==> config.mk <==
export PLATFORM = sky130hd
export DESIGN_NAME = trap_ctrl
export DESIGN_NICKNAME = d
export VERILOG_FILES = /design/src/rtl/trap_pkg.sv /design/src/rtl/trap_prio.sv /design/src/rtl/trap_ctrl.sv
export SDC_FILE = /design/constraint.sdc
export NUM_CORES = 1
export LEC_CHECK = 0
export BUFFER_PORTS_ARGS = -buffer_cell sky130_fd_sc_hd__buf_4
export CORE_ASPECT_RATIO = 0.9
export CORE_MARGIN = 8
export CORE_UTILIZATION = 40
export DETAILED_ROUTE_END_ITERATION = 10
export PLACE_DENSITY = 0.72
export SYNTH_ARGS = -nofsm -noshare
export SYNTH_HDL_FRONTEND = slang
export SYNTH_HIERARCHICAL = 1
export SYNTH_SLANG_ARGS = --single-unit
==> constraint.sdc <==
create_clock -name clk -period 1.9 [get_ports clk]
set_input_delay 0.095 -clock clk [delete_from_list [all_inputs] [get_ports clk]]
set_output_delay 0.095 -clock clk [all_outputs]
set_load 0.01 [all_outputs]
==> src/rtl/trap_pkg.sv <==
//==============================================================================
// Module      : trap_pkg
// Description : Shared types and constants for the machine-mode trap sequencer.
// Revision    : 1.0 - initial release
//==============================================================================
`default_nettype none

package trap_pkg;

    typedef enum logic [2:0] {
        IDLE     = 3'd0,
        T_EPC    = 3'd1,
        T_CAUSE  = 3'd2,
        T_STATUS = 3'd3,
        M_STATUS = 3'd4,
        REDIR    = 3'd5
    } trap_state_e;

    typedef enum logic {
        KIND_TRAP = 1'b0,
        KIND_RET  = 1'b1
    } trap_kind_e;

    localparam logic [11:0] CSR_MSTATUS = 12'h300;
    localparam logic [11:0] CSR_MTVEC   = 12'h305;
    localparam logic [11:0] CSR_MEPC    = 12'h341;
    localparam logic [11:0] CSR_MCAUSE  = 12'h342;

    localparam logic [31:0] CAUSE_ECALL_M   = 32'd11;
    localparam logic [31:0] CAUSE_IRQ_EXT_M = 32'h8000_000B;

    localparam int MSTATUS_MIE    = 3;
    localparam int MSTATUS_MPIE   = 7;
    localparam int MSTATUS_MPP_LO = 11;
    localparam int MSTATUS_MPP_HI = 12;

    // Trap entry: stash MIE in MPIE, mask interrupts, record M-mode as previous.
    function automatic logic [31:0] mstatus_on_trap(input logic [31:0] s);
        logic [31:0] r;
        r = s;
        r[MSTATUS_MPIE] = s[MSTATUS_MIE];
        r[MSTATUS_MIE]  = 1'b0;
        r[MSTATUS_MPP_HI:MSTATUS_MPP_LO] = 2'b11;
        return r;
    endfunction

    function automatic logic [31:0] mstatus_on_ret(input logic [31:0] s);
        logic [31:0] r;
        r = s;
        r[MSTATUS_MIE]  = s[MSTATUS_MPIE];
        r[MSTATUS_MPIE] = 1'b1;
        return r;
    endfunction

endpackage

`default_nettype wire

==> src/rtl/trap_prio.sv <==
//==============================================================================
// Module      : trap_prio
// Description : Qualifies trap/return requests and picks one by priority.
//               TRAP_CTRL_IRQ_EN enables the gated external interrupt path.
// Revision    : 1.0 - initial release
//==============================================================================
`default_nettype none

module trap_prio
    import trap_pkg::*;
(
    input  logic        inst_valid,
    input  logic        ecall,
    input  logic        mret,
    input  logic        irq,
    input  logic        mie,
    output logic        accept,
    output trap_kind_e  kind,
    output logic [31:0] cause
);

`ifndef TRAP_CTRL_IRQ_EN
    logic w_unused_irq;
    assign w_unused_irq = irq ^ mie;
`endif

    always_comb begin
        accept = 1'b0;
        kind   = KIND_TRAP;
        cause  = CAUSE_ECALL_M;
        if (inst_valid) begin
`ifdef TRAP_CTRL_IRQ_EN
            if (irq && mie) begin
                accept = 1'b1;
                cause  = CAUSE_IRQ_EXT_M;
            end else if (ecall) begin
                accept = 1'b1;
            end else if (mret) begin
                accept = 1'b1;
                kind   = KIND_RET;
            end
`else
            if (ecall) begin
                accept = 1'b1;
            end else if (mret) begin
                accept = 1'b1;
                kind   = KIND_RET;
            end
`endif
        end
    end

endmodule

`default_nettype wire

==> src/rtl/trap_ctrl.sv <==
//==============================================================================
// Module      : trap_ctrl
// Description : Machine-mode trap entry/return sequencer and CSR write-port
//               arbiter. TRAP_CTRL_IRQ_EN enables the external interrupt path.
// Revision    : 1.0 - initial release
//==============================================================================
`default_nettype none

module trap_ctrl
    import trap_pkg::*;
(
    input  logic        clk,
    input  logic        rst_n,
    input  logic        inst_valid,
    input  logic [31:0] inst_pc,
    input  logic        ecall,
    input  logic        mret,
    input  logic        irq,
    input  logic [31:0] mstatus,
    input  logic [31:0] mtvec,
    input  logic [31:0] mepc,
    input  logic        pipe_csr_we,
    input  logic [11:0] pipe_csr_idx,
    input  logic [31:0] pipe_csr_wdata,
    output logic        csr_we,
    output logic [11:0] csr_idx,
    output logic [31:0] csr_wdata,
    output logic        stall,
    output logic        flush,
    output logic        redirect_valid,
    output logic [31:0] redirect_pc,
    output logic        busy
);

    trap_state_e r_state;
    trap_state_e w_next;
    trap_kind_e  r_kind;
    trap_kind_e  w_kind;
    logic [31:0] r_pc;
    logic [31:0] r_cause;
    logic [31:0] w_cause;
    logic        w_accept;
    logic        w_unused_mtvec;

    assign w_unused_mtvec = ^mtvec[1:0];

    trap_prio u_prio (
        .inst_valid (inst_valid),
        .ecall      (ecall),
        .mret       (mret),
        .irq        (irq),
        .mie        (mstatus[MSTATUS_MIE]),
        .accept     (w_accept),
        .kind       (w_kind),
        .cause      (w_cause)
    );

    always_ff @(posedge clk or negedge rst_n) begin
        if (!rst_n) begin
            r_state <= IDLE;
            r_kind  <= KIND_TRAP;
            r_pc    <= '0;
            r_cause <= '0;
        end else begin
            r_state <= w_next;
            if (r_state == IDLE && w_accept) begin
                r_kind  <= w_kind;
                r_pc    <= inst_pc;
                r_cause <= w_cause;
            end
        end
    end

    assign busy  = (r_state != IDLE);
    assign stall = ((r_state == IDLE) && w_accept) || busy;

    always_comb begin
        w_next         = r_state;
        csr_we         = 1'b0;
        csr_idx        = '0;
        csr_wdata      = '0;
        flush          = 1'b0;
        redirect_valid = 1'b0;
        redirect_pc    = '0;
        case (r_state)
            IDLE: begin
                // An accepted request owns the port; the pipe write belongs to a killed instruction.
                if (w_accept) begin
                    w_next = (w_kind == KIND_RET) ? M_STATUS : T_EPC;
                end else begin
                    csr_we    = pipe_csr_we;
                    csr_idx   = pipe_csr_idx;
                    csr_wdata = pipe_csr_wdata;
                end
            end
            T_EPC: begin
                csr_we    = 1'b1;
                csr_idx   = CSR_MEPC;
                csr_wdata = r_pc;
                w_next    = T_CAUSE;
            end
            T_CAUSE: begin
                csr_we    = 1'b1;
                csr_idx   = CSR_MCAUSE;
                csr_wdata = r_cause;
                w_next    = T_STATUS;
            end
            T_STATUS: begin
                csr_we    = 1'b1;
                csr_idx   = CSR_MSTATUS;
                csr_wdata = mstatus_on_trap(mstatus);
                w_next    = REDIR;
            end
            M_STATUS: begin
                csr_we    = 1'b1;
                csr_idx   = CSR_MSTATUS;
                csr_wdata = mstatus_on_ret(mstatus);
                w_next    = REDIR;
            end
            REDIR: begin
                flush          = 1'b1;
                redirect_valid = 1'b1;
                redirect_pc    = (r_kind == KIND_RET) ? mepc : {mtvec[31:2], 2'b00};
                w_next         = IDLE;
            end
            default: w_next = IDLE;
        endcase
    end

endmodule

`default_nettype wire

==> metrics.txt, run 1 <==
status=finished, violations left; failing checks=setup timing; Fmax achieved=513 MHz; Num Clock Sinks=68; XOR/XNOR Fraction of Synth Area=0.190%; internal power=0.00692 W; first-pass GRT wire length=27300 µm; clk buf depth=2; Filler cells=915; initial antenna violation count=0; dpl cells=828; Reg clk slew, reported paths=0.06 ns; antenna cells=0; synthesized flop and latch total=68; total power=0.0114 W; main combinational cell family by area after synthesis=multiplexers; vias in the first global route=4983; drt total wl=18800 µm; vias per cell=5.25; Starting Density=40.6%; CP max FO=7; height of the die=118 µm; core area=11300 µm²; Main synth FF type=dfrtp_1; r2r worst-path depth=6; Rel. slew slack=49.6%; final setup margin=-0.0485 ns; DRC viols=0; synth top area cells=dfrtp_1 (37%), mux2i_1 (13%), mux2_1 (12%), a221o_1 (6.3%), buf_4 (5.7%); NetSw=0.00447 W; Cell Rows=37; worst min path class=primary input to register; routability cong.=0.957; nets@finish=910; number of max-cap violations=0; Mean Syn Cell Area=10.4 µm²; Post-Synth Adder-Cell Area=0%; Design Area, Final=7570 µm²; htree depth=3; Simple-Gate Fraction of Synth Area=6.14%; TritonCTS clock tree=done; area added between synthesis and finish=64.4%; Yosys top cell area share=36.9%; VDD IR max=914 µV; die width=129 µm; RSZ-0062 raised after global routing=yes; mapped cell area=4610 µm²; commonest non-fill, non-tap cell in the layout=buf_4; # setup viols final=72; Mapped Cells=444; IO Port Bufs=256; DR iter-0 viols=163; register area=1710 µm²; critical path arrival=1.85 ns; Clock Power Share=12.9%; placed inst area=6580 µm²; all-layer global routing usage=23.0%; CP endpoint kind=output port; leakage dissipation=3.58 nW; Async SR Flop Fraction=100%; synth warn=6; Final Max Slew Viols=0; number of distinct library cells after synthesis=36; clock skew=0.00641 ns; complex-gate fraction of the synthesized area=17.1%; gr ovfl total=0; cell taking the most area after synthesis=dfrtp_1; post-route insts no fill=891; Final Hold Viols=0; Multi-input gate area=2600 µm²; critical path class=register to output port; Avg WL per Cell=21.1 µm; mux cell area share after synthesis=28.7%; clk_lat worst skew=0.33 ns; Initial DRT Pass Iterations=4; layout cell share with drive strength beyond 1=47.2%; die area=15200 µm²; power density cells=1500 nW/µm²; most frequent cells in the layout=buf_4 (261), dfrtp_1 (65), mux2i_1 (59), mux2_1 (48), a21oi_1 (36); HPWL after detailed placement=12700 µm; Routed Antenna Nets=0; Switching Share=39.3%; number of top-level pins=260; final worst-path cycle share=103%; Post-synth EDFFs=0; measured slew at the worst slew-check pin=0.756 ns; crit start category=register; CP required=1.80 ns; cts bufs inserted=9; Min-Delay Path Depth=2; clock root buffer=clkbuf_16; combinational share of power=63.9%; via count=4677; Util after Layout=66.8%; Reg power frac=23.2%; largest net degree at the start of global routing=69; Seq/Total Area, Yosys=36.9%; Tmin final=1.95 ns
[registers in the layout, summed over array words and instances, names as in the netlist]
name,cells
r_kind,1
r_pc,32
r_cause,32
r_state,3
[synthesized netlist by cell type (2+ instances only)]
library cell and count:
and2_1 8, o21ai_0 3, mux2_1 50, a21oi_1 38, mux2i_1 59, nor3_1 2
conb_1 2, and3_1 2, buf_6 6, o21a_1 2, buf_2 11, buf_1 2
a221o_1 29, a211oi_1 28, a211o_1 2, dfrtp_1 68, nand2_1 6, inv_1 6
nor2_1 34, buf_4 35, clkbuf_1 22, mux2_2 15
[logic make-up after synthesis]
logic type             after synthesis
flip-flops                          68
buffers and inverters               82
other                                2
AND/OR/NAND/NOR                     59
AO/OA/AOI/OAI                      108
multiplexers                       124
XOR/XNOR                             1
[stage by stage]
step	setup slack (ns)	TNS (ns)	hold slack (ns)
5_1_grt	-0.118	-6.96	0.00185
4_1_cts	-0.0646	-2.13	0.000857
2_1_floorplan	0.194	0	-0.201
3_3_place_gp	0.217	0	0.213
6_report	-0.0485	-1.45	0.0113
3_5_place_dp	0.190	0	0.215
[critical path, cell delays in order (launching register included)]
cell and delay [ns]:
dfrtp_2 0.43, or2_4 0.26, buf_6 0.13, nor2_4 0.17, buf_6 0.13, buf_16 0.12
a221o_1 0.14, buf_4 0.12
[worst paths after layout]
path | start | end | slack (ns)
max | r_state[0]$_DFFE_PN0P_ | csr_wdata[1] | -0.05
min | inst_pc[16] | r_pc[16]$_DFFE_PN0P_ | 0.01
max reg2reg | r_state[0]$_DFFE_PN0P_ | r_cause[26]$_DFFE_PN0P_ | -0.05
min reg2reg | r_cause[18]$_DFFE_PN0P_ | r_cause[18]$_DFFE_PN0P_ | 0.49
max in group asynchronous | rst_n | r_pc[14]$_DFFE_PN0P_ | 0.91
min in group asynchronous | rst_n | r_pc[19]$_DFFE_PN0P_ | 0.37
[layout make-up]
class                      instances  share of cell area, %
clock buffer                       9                   2.97
clock inverter                     6                  0.430
inverter                           6                  0.297
multi-input combinational        324                   34.3
sequential                        68                   22.5
tap                              156                   2.58
timing repair buffer             322                   36.9
[routing by layer]
metal  wire length (µm)  global-route usage, %  vias to the layer above  share of wire (%)
met5                  0                      0                        -                  0
met4                524                   9.39                        0                2.8
met3               1700                   6.52                       28                9.0
met2               9570                   40.4                      214                 51
met1               7040                   25.2                     2284                 37
li1                   -                      -                     2151                  -
[power groups by stage]
| stage | logic (W) | clock network (W) | registers [W] |
|---|---|---|---|
| floorplan | 0.00398 | 0 | 0.00244 |
| global placement | 0.00611 | 0 | 0.00258 |
| detailed placement | 0.00625 | 0 | 0.00262 |
| CTS | 0.00694 | 0.00148 | 0.00262 |
| global route | 0.00777 | 0.00158 | 0.00271 |
| finish | 0.00728 | 0.00147 | 0.00264 |
[timing repair]
item | 4_1_cts | 5_1_grt
gates resized for setup | 25 | 23
gates cloned | 5 | 4
pin swaps | 9 | 12
buffers inserted | 9 | 2
setup endpoints to repair | 40 | 137
hold buffers | 28 | 3
endpoints found under the hold margin | 85 | 3
(Power assumes the default switching activity.)
==> run 2: changes to the inputs <==
==> constraint.sdc (replaced) <==
create_clock -name clk -period 2.4 [get_ports clk]
set_input_delay 0.12 -clock clk [delete_from_list [all_inputs] [get_ports clk]]
set_output_delay 0.12 -clock clk [all_outputs]
set_load 0.01 [all_outputs]
==> metrics.txt, run 2 (synthesis results as in run 1) <==
height of the die=118 µm; gr ovfl total=0; commonest non-fill, non-tap cell in the layout=buf_4; critical path class=register to output port; NetSw=0.00312 W; Final Max Slew Viols=0; htree depth=3; VDD IR max=655 µV; CP max FO=41; biggest regs=r_cause x32, r_pc x32, r_state x3; crit-path leading delay family=buffers and inverters; critical path arrival=2.16 ns; Final Hold Viols=0; Initial DRT Pass Iterations=4; crit start category=register; drt total wl=16100 µm; Tmin final=2.28 ns; all-layer global routing usage=20.6%; Routed Antenna Nets=0; largest net degree at the start of global routing=70; vias per cell=5.17; setup TNS=0 ns; clock skew=0.0107 ns; postcts setup bufs=0; most frequent cells in the layout=buf_4 (262), dfrtp_1 (65), mux2i_1 (59), mux2_1 (50), a21oi_1 (38); clk_lat worst skew=0.32 ns; # setup viols final=0; Util after Layout=59.7%; HPWL after detailed placement=12300 µm; Cell Rows=37; CP endpoint kind=output port; Rel. slew slack=43.3%; IO Port Bufs=256; hold_ws=0.0140 ns; DR iter-0 viols=181; Reg clk slew, reported paths=0.06 ns; clock root buffer=clkbuf_16; Avg WL per Cell=19.3 µm; initial antenna violation count=0; die area=15200 µm²; number of top-level pins=260; area added between synthesis and finish=46.9%; RSZ-0062 raised after global routing=no; leakage dissipation=3.23 nW; Starting Density=40.6%; first-pass GRT wire length=24900 µm; power density cells=1190 nW/µm²; cts bufs inserted=9; antenna cells=0; worst min path class=primary input to register; Clock Power Share=15.1%; Switching Share=38.6%; vias in the first global route=4719; nets@finish=854; core area=11300 µm²; Slowest cell on crit path=buf_4; status=completed; critical path cell sequence=buf_4 -> buf_4 -> a21oi_1 -> a211oi_1 -> a221o_1 -> buf_4; measured slew at the worst slew-check pin=0.850 ns; TritonCTS clock tree=done; final worst-path cycle share=94.9%; critical path buffer and inverter count=3; via count=4318; layout cell share with drive strength beyond 1=44.2%; routability cong.=0.933; number of max-cap violations=0; DRC viols=0; clk buf depth=2; Num Clock Sinks=68; CP most frequent cell=buf_4; Reg power frac=25.9%; CP required=2.28 ns; combinational share of power=59.0%; die width=129 µm; Fmax achieved=439 MHz; internal power=0.00496 W; total power=0.00808 W; Critical Path Max Stage Delay=0.44 ns
## run 2: power by group through the flow
stage	Clock (W)	Sequential (W)	Combinational, W
floorplan	0	0.00193	0.00315
global placement	0	0.00206	0.00472
detailed placement	0	0.00209	0.00481
CTS	0.00125	0.00209	0.00484
global route	0.00130	0.00217	0.00518
finish	0.00122	0.00209	0.00477
## run 2: path summary, 6_finish.rpt
path                            slack, ns                      end              startpoint  depth (start not counted)
worst min register to register       0.49     r_pc[27]$_DFFE_PN0P_    r_pc[27]$_DFFE_PN0P_                          1
worst max register to register       0.52     r_pc[21]$_DFFE_PN0P_  r_state[0]$_DFFE_PN0P_                          4
worst max-delay path                 0.12            csr_wdata[26]  r_state[1]$_DFFE_PN0P_                          6
worst min-delay path                 0.01      r_pc[6]$_DFFE_PN0P_              inst_pc[6]                          2
max in group asynchronous            1.33   r_state[1]$_DFFE_PN0P_                   rst_n                          2
min in group asynchronous            0.45  r_cause[19]$_DFFE_PN0P_                   rst_n                          2
## run 2: final cells by class
class                      instances  area [µm²]
multi-input combinational        324        2530
timing repair buffer             266        2040
fill                            1016        4570
inverter                           6        22.5
clock buffer                      13         270
clock inverter                     2        10.0
sequential                        68        1710
tap                              156         195
## run 2: layer usage
metal / GRT usage [%] / up-vias / share of wire (%)
li1: - / 2031 / -
met1: 22.1 / 2084 / 37
met2: 36.9 / 180 / 52
met3: 5.98 / 23 / 8.4
met4: 7.70 / 0 / 2.6
met5: 0 / - / 0
## run 2: timing repair
action,in CTS,in global routing
hold buffers,1,0
resized for setup,0,0
hold endpoints to repair,68,0
## run 2: per-stage QoR
step | cell area [µm²] | std cells | worst slack [ns]
after global routing | 6770 | 835 | 0.00878
after CTS | 6770 | 835 | 0.136
after global placement | 6480 | 819 | 0.524
after floorplan | 4720 | 474 | 0.694
final | 6770 | 835 | 0.122
after detailed placement | 6480 | 819 | 0.505
